## src/rtl/l2_victim_buffer.sv

```systemverilog
`default_nettype none
// ============================================================================
// l2_victim_buffer: 4-entry fully associative victim / write-back buffer
// between the L2 physical-memory port and physical memory.  Rev 1.0
// ============================================================================
module l2_victim_buffer #(
   parameter int width   = 256,
   parameter int entries = 4
) (
   input  logic             clk,
   input  logic             reset,
   input  logic             l2_pmem_read,
   input  logic             l2_pmem_write,
   input  logic [15:0]      l2_pmem_address,
   input  logic [width-1:0] l2_pmem_wdata,
   output logic [width-1:0] l2_pmem_rdata,
   output logic             l2_pmem_resp,
   output logic             dirty_from_vc,
   output logic             pmem_read,
   output logic             pmem_write,
   output logic [15:0]      pmem_address,
   output logic [width-1:0] pmem_wdata,
   input  logic [width-1:0] pmem_rdata,
   input  logic             pmem_resp
);

   typedef enum logic [2:0] {
      S_IDLE      = 3'd0,
      S_READ_HIT  = 3'd1,
      S_FETCH     = 3'd2,
      S_WRITEBACK = 3'd3,
      S_INSERT    = 3'd4,
      S_DONE      = 3'd5
   } state_t;

   state_t             state_q, state_d;
   logic [entries-1:0] valid_q;
   logic [10:0]        tag_q  [entries];
   logic [width-1:0]   data_q [entries];
   logic [1:0]         rptr_q;
   logic [1:0]         hit_idx_q;

   logic               hit;
   logic [1:0]         hit_idx;
   logic               free_any;
   logic [1:0]         free_idx;
   logic [1:0]         ins_idx;
   logic [10:0]        req_tag;
   logic               unused_addr_bits;

   assign req_tag          = l2_pmem_address[15:5];
   assign unused_addr_bits = ^l2_pmem_address[4:0];

   // At most one valid entry can carry a given tag, so the last match wins safely.
   always_comb begin
      hit      = 1'b0;
      hit_idx  = 2'd0;
      free_any = 1'b0;
      free_idx = 2'd0;
      for (int i = 0; i < entries; i++) begin
         if (valid_q[i] && (tag_q[i] == req_tag)) begin
            hit     = 1'b1;
            hit_idx = 2'(i);
         end
      end
      for (int i = entries - 1; i >= 0; i--) begin
         if (!valid_q[i]) begin
            free_any = 1'b1;
            free_idx = 2'(i);
         end
      end
   end

   assign ins_idx = hit ? hit_idx : free_idx;

   always_comb begin
      state_d       = state_q;
      l2_pmem_rdata = '0;
      l2_pmem_resp  = 1'b0;
      dirty_from_vc = 1'b0;
      pmem_read     = 1'b0;
      pmem_write    = 1'b0;
      pmem_address  = 16'h0000;
      pmem_wdata    = '0;
      case (state_q)
         S_IDLE: begin
            if (l2_pmem_read) begin
               state_d = hit ? S_READ_HIT : S_FETCH;
            end else if (l2_pmem_write) begin
               state_d = (hit || free_any) ? S_INSERT : S_WRITEBACK;
            end
         end
         S_READ_HIT: begin
            l2_pmem_resp  = 1'b1;
            l2_pmem_rdata = data_q[hit_idx_q];
            dirty_from_vc = 1'b1;
            state_d       = S_DONE;
         end
         S_FETCH: begin
            pmem_read    = 1'b1;
            pmem_address = {req_tag, 5'b00000};
            if (pmem_resp) begin
               l2_pmem_resp  = 1'b1;
               l2_pmem_rdata = pmem_rdata;
               state_d       = S_DONE;
            end
         end
         S_WRITEBACK: begin
            pmem_write   = 1'b1;
            pmem_address = {tag_q[rptr_q], 5'b00000};
            pmem_wdata   = data_q[rptr_q];
            if (pmem_resp) begin
               state_d = S_INSERT;
            end
         end
         S_INSERT: begin
            l2_pmem_resp = 1'b1;
            state_d      = S_DONE;
         end
         S_DONE: begin
            state_d = S_IDLE;
         end
         default: begin
            state_d = S_IDLE;
         end
      endcase
   end

   always_ff @(posedge clk) begin
      if (reset) begin
         state_q   <= S_IDLE;
         valid_q   <= '0;
         rptr_q    <= 2'd0;
         hit_idx_q <= 2'd0;
      end else begin
         state_q <= state_d;
         case (state_q)
            S_IDLE: begin
               if (l2_pmem_read && hit) begin
                  hit_idx_q <= hit_idx;
               end
            end
            // Swapping the line back to L2 frees the entry; L2 now owns it dirty.
            S_READ_HIT: begin
               valid_q[hit_idx_q] <= 1'b0;
            end
            S_WRITEBACK: begin
               if (pmem_resp) begin
                  valid_q[rptr_q] <= 1'b0;
                  rptr_q          <= rptr_q + 2'd1;
               end
            end
            S_INSERT: begin
               valid_q[ins_idx] <= 1'b1;
            end
            default: begin
            end
         endcase
      end
   end

   always_ff @(posedge clk) begin
      if (state_q == S_INSERT) begin
         tag_q[ins_idx]  <= req_tag;
         data_q[ins_idx] <= l2_pmem_wdata;
      end
   end

endmodule
`default_nettype wire
```

## config.mk

```make
export PLATFORM = sky130hd
export DESIGN_NAME = l2_victim_buffer
export DESIGN_NICKNAME = d
export VERILOG_FILES = /design/src/rtl/l2_victim_buffer.sv
export SDC_FILE = /design/constraint.sdc
export NUM_CORES = 2
export LEC_CHECK = 0
export ABC_AREA = 1
export CAP_MARGIN = 0
export CORE_AREA = 5 5 406 408
export DETAILED_ROUTE_END_ITERATION = 8
export DIE_AREA = 0 0 411 413
export GPL_TIMING_DRIVEN = 0
export SLEW_MARGIN = 20
export SYNTH_ARGS = -nofsm -noshare
export SYNTH_HDL_FRONTEND = slang
export SYNTH_SLANG_ARGS = --single-unit
export TNS_END_PERCENT = 10
```

## constraint.sdc

```tcl
create_clock -name clk -period 18.8 [get_ports clk]
set_input_delay 3.76 -clock clk [delete_from_list [all_inputs] [get_ports clk]]
set_output_delay 3.76 -clock clk [all_outputs]
set_load 0.005 [all_outputs]
```

# Yosys cells after proc, flatten, opt, wreduce, memory -nomap -nowiden
# Memories as Yosys holds them, arrays and structs flattened. A register that Yosys moved wholly into a read port is not among the register bits.
# Cells that the tools add are included.
[totals]
regBits = 11
ramBits = 1068
inputBits = 533
out_inout_bits = 532
memories = 2
[mem_list]
columns = ["name", "depth", "width", "read_ports", "rd_ports_with_merged_regs", "write_ports", "line_no", "rtl"]
rows = [
  ["data_q", 4, 256, 2, 2, 1, "39", "logic [width-1:0] data_q [entries];"],
  ["tag_q", 4, 11, 5, 1, 1, "38", "logic [10:0] tag_q [entries];"],
]
[classes]
addsub = 1
order_cmp = 6
n_eq_ne = 11
mux = 48
bitwise = 5
n_reduce_logical = 16
[op_table]
columns = ["cell", "count"]
rows = [
  ["2-to-1 mux 256 bit", 2],
  ["one-hot mux 256 bit (2 select lines)", 1],
  ["equality test 11 bit", 4],
  ["one-hot mux 16 bit (2 select lines)", 1],
  ["2-to-1 mux 2 bit", 14],
  ["2-to-1 mux 1 bit", 18],
  ["2-to-1 mux 3 bit", 5],
  ["one-hot mux 3 bit (4 select lines)", 1],
  ["one-hot mux 4 bit (3 select lines)", 1],
  ["less-than comparator 2 x 3 -> 1 bit (second input constant)", 3],
  ["AND 4 bit", 2],
  ["logical AND 1 bit", 8],
  ["inverter 4 bit", 2],
  ["demux 1 bit (select 2 bit)", 3],
  ["equality test 3 x 2 -> 1 bit (second input constant)", 2],
  ["greater-or-equal comparator 2 x 1 -> 1 bit (second input constant)", 3],
  ["AND reduction 2 bit", 3],
  ["2-to-1 mux 4 bit", 1],
  ["inequality test 2 bit (second input constant)", 2],
  ["OR 4 bit", 1],
  ["equality test 3 x 1 -> 1 bit (second input constant)", 1],
  ["equality test 3 bit (second input constant)", 1],
  ["logical NOT 3 bit", 1],
  ["inequality test 3 bit (second input constant)", 1],
  ["other kinds (6)", 6],
]

# Longest topological paths before layout
# An unclocked memory read counts as a cell.
[depth]
ltp_word = 14
ltp_mapped = 15
mapped_depth_nobuf = 15

# Least setup slack after synthesis
# OpenSTA, ideal clock, no wires.
[synth_path]
path_kind = "input to register"
startpoint = "input l2_pmem_address[12]"
endpoint = "memory data_q[1][0], enable pin"
setup_time_ns = 0.617
t_arrival_ns = 9.741
slack_ns = 8.442
stages = 13
cell_sequence = "inv_2 > nand2_1 > nand2_1 > clkinv_1 > nand3_1 > nor2_1 > nand2_2 > nand2_1 > nor2_4 > nand2_1 > nand2_1 > nand3_1 > inv_1"
[synth_between]
elab_chain_len = 7
elab_cells_between_ends = 16
[synth_rtl]
columns = ["item", "line_no", "rtl"]
rows = [
  ["start: declaration", "14", "input logic [15:0] l2_pmem_address,"],
  ["equality test 11 bit", "61", "if (valid_q[i] && (tag_q[i] == req_tag)) begin"],
  ["logical AND 1 bit", "61", ""],
  ["2-to-1 mux 1 bit (4 in a row)", "61", ""],
  ["2-to-1 mux 2 bit (*)", "74", "assign ins_idx = hit ? hit_idx : free_idx;"],
  ["end: declaration", "39", ""],
]
# Every way passes the cells marked *; elsewhere a longest branch is shown, timed or not.

# Final worst setup path
[layout_path]
startpoint = "input pmem_resp"
endpoint = "output l2_pmem_rdata[132]"
[layout_between]
elab_chain_len = 2
[layout_rtl]
columns = ["item", "line_no", "rtl"]
rows = [
  ["start: declaration", "24", "input logic pmem_resp"],
  ["2-to-1 mux 256 bit", "102", "if (pmem_resp) begin"],
  ["one-hot mux 256 bit (2 select lines)", "85", "case (state_q)"],
  ["end: declaration", "16", "output logic [width-1:0] l2_pmem_rdata,"],
]
# No other way between the ends.

==> results.toml <==
[outcome]
status = "complete, no violations"

[placed_design]
port_buffers = 1053
gp_congestion = 0.9821
place_ws_ps = 8176
placed_area_um2 = 67310
dp_hpwl_um = 197200

[sta]
finalWorstSetupSlack_ps = 8241
timing.fmax_ghz = 0.09470
tightestPinTransition_ps = 1152
fin_crit_sh = 0.5617
maxSlewHeadroom = 0.2318
hold_viol_final = 0
finalSetupViolCount = 0
slew_violations = 0
clock_skew_ps = 42.57
period_needed_ps = 10560
setup_tns_ps = 0
rsz0062_at_grt = "no"
whs_ps = 529.2

[finish]
final_nets = 7361
drive_above_1_share = 0.05560
register_area_um2 = 32370
multiInputGateArea_um2 = 16920
syn2layout_area_growth_pct = 33.22
fin_area_um2 = 71280
nFillCells = 15305

[floorplanning]
fp.coreArea_um2 = 161300
fp.dieH_um = 413
rows = 148
start_util = 0.3317
fp.dieW_um = 411
num_io_pins = 1065
die-area_um2 = 169700

[yosys]
yosys_warnings = 0
synth-seq-cells = 1083
syn_area_per_cell_um2 = 9.509
synthDistinctLibCells = 30
seq_area_frac_synth = 0.6050
ys.flop_type = "edfxtp_1"
synth_edf_count = 1068
postSynth.asyncResetShare = 0
syn_area_um2 = 53510
syn_inst = 5627

[route]
dr_total_vias = 51481
route.detailed.drc = 0
drtPass1Iterations = 8
drt_iter0_markers = 6328
drt-vias-per-instance = 5.631
postRouteAntennaNets = 0
routed_wirelength_um = 274500
wire_per_inst_um = 30.03

[clock_network]
cts_tree = "built"
ctsHoldBuffers = 0
cts.htree.levels = 3
clock_latency_ps = 740
cts_resized = 0
clock_path_buffers = 3
root_buffer = "clkbuf_16"
clk_pin_slew_worst_paths_ps = 60
cts_setup_buffers = 0
clock-sinks = 1083
numCtsBuffers = 120

[global_routing]
antenna_found_initial = 74
grt_pass1_vias = 48685
grt_start_max_net_pins = 84
grtUsageTotal = 0.3070
grt_overflow = 0
grt_pass1_wl_um = 371400

[pwr]
ir_worst_vdd_mv = 0.07901
p_sw_frac = 0.3112
powerDensity_nw_per_um2 = 100.0
switching_power_mw = 2.219
seqPwrFrac = 0.418
comb_power_share = 0.255
p_leak_nw = 25.95
clock_power_share = 0.327
internal_power_mw = 4.910

[worst_setup_path]
required_ps = 15040
critPathLaunchType = "primary input"
crit_type = "in2out"
crit_fanout = 10
worst_setup_path_end_kind = "output pin"
cp.arrival_ps = 6800

[hold_path]
holdCritPathClass = "reg2reg"

[run]
max_cap_violations = 0
logic make-up after synthesis:
| logic type | count (synthesis) | synth area share |
|---|---|---|
| compound gates | 2298 | 0.2155 |
| xor+xnor | 1 | 0.0001637 |
| simple gates | 1200 | 0.09931 |
| other cells | 1 | 0.00007009 |
| buf+inv | 1040 | 0.07902 |
| flops | 1083 | 0.6050 |
| fa+ha+maj | 4 | 0.0009354 |
final cells by class:
cell class              count  area share
plain buffers             467     0.02947
repair buffers           1071      0.1546
clock inverters            86     0.01055
well taps                2175     0.03818
flip-flops and latches   1083      0.4541
multi-input cells        3508      0.2374
clock buffers             136     0.04357
inverters                 573     0.03059
diodes                     44    0.001545
registers in the layout, indices dropped and copies added, names as in the netlist, named ones only:
| name | count |
|---|---|
| valid_q | 4 |
| state_q | 3 |
| data_q | 1024 |
| rptr_q | 2 |
| hit_idx_q | 2 |
| tag_q | 44 |
power groups by stage:
stage	logic [mW]	registers (mW)	clock network [mW]
global route	1.93	2.99	2.46
finish	1.82	2.98	2.33
global placement	1.75	3.16	0
floorplan	0.724	3.07	0
detailed placement	1.80	3.02	0
CTS	1.81	2.97	2.37
cells in the final DEF, fill, tap and decap left out, types with 4 or more instances in the layout:
cell	Yosys	layout
nor2_1	110	110
nand3_1	573	573
clkbuf_16	0	122
inv_1	555	551
nand2_1	486	486
a21oi_1	1249	1249
clkinv_2	0	19
o31ai_1	4	4
bufinv_16	0	9
ha_1	4	4
nand2_2	5	5
clkinv_1	3	41
clkinvlp_4	0	11
buf_6	21	22
nor2_2	5	5
buf_2	118	120
buf_1	70	68
clkbuf_1	253	250
conb_1	1	5
inv_2	15	15
dfxtp_1	15	15
o21ai_0	1039	1039
inv_8	0	4
nand4_1	14	14
buf_4	5	5
edfxtp_1	1068	1068
diode_2	0	44
clkdlybuf4s50_1	0	1053
clkbuf_2	0	17
buf_16	0	17
critical path, cell delays in order:
cell,delay [ps]
clkbuf_1,410
clkbuf_2,520
buf_16,220
clkbuf_1,760
nand3_1,260
nand2_1,270
clkdlybuf4s50_1,560
final timing paths:
kind | from | to | slack, ps | depth (start not counted)
max | pmem_resp | l2_pmem_rdata[132] | 8240 | 7
max reg2reg | tag_q[0][0] | data_q[1][145] | 15640 | 15
min reg2reg | rptr_q[0] | flop | 530 | 1
min | rptr_q[0] | flop | 530 | 1
stage by stage:
stage | power [mW] | std cells | utilization
floorplan | 3.799 | 5631 | -
global placement | 4.916 | 8859 | 0.4140
detailed placement | 4.821 | 8877 | 0.4174
CTS | 7.149 | 9099 | 0.4413
global route | 7.390 | 9121 | 0.4416
finish | 7.128 | 9143 | 0.4420
cells in the mapped netlist (3+ instances only):
master,instances,area share
a21oi_1,1249,0.12
buf_1,70,0.0049
buf_2,118,0.011
buf_4,5,0.00070
buf_6,21,0.0044
clkbuf_1,253,0.018
clkinv_1,3,0.00021
dfxtp_1,15,0.0056
edfxtp_1,1068,0.60
ha_1,4,0.00094
inv_1,555,0.039
inv_2,15,0.0011
nand2_1,486,0.034
nand2_2,5,0.00058
nand3_1,573,0.054
nand4_1,14,0.0016
nor2_1,110,0.0077
nor2_2,5,0.00058
nor3_1,3,0.00028
o21ai_0,1039,0.097
o31ai_1,4,0.00056
routing by layer:
metal / share of wire / track usage
met1: 0.38 / 0.3816
met2: 0.47 / 0.5006
met3: 0.094 / 0.06539
met4: 0.058 / 0.1676
met5: 0.0010 / 0
(Power assumes the default switching activity.)
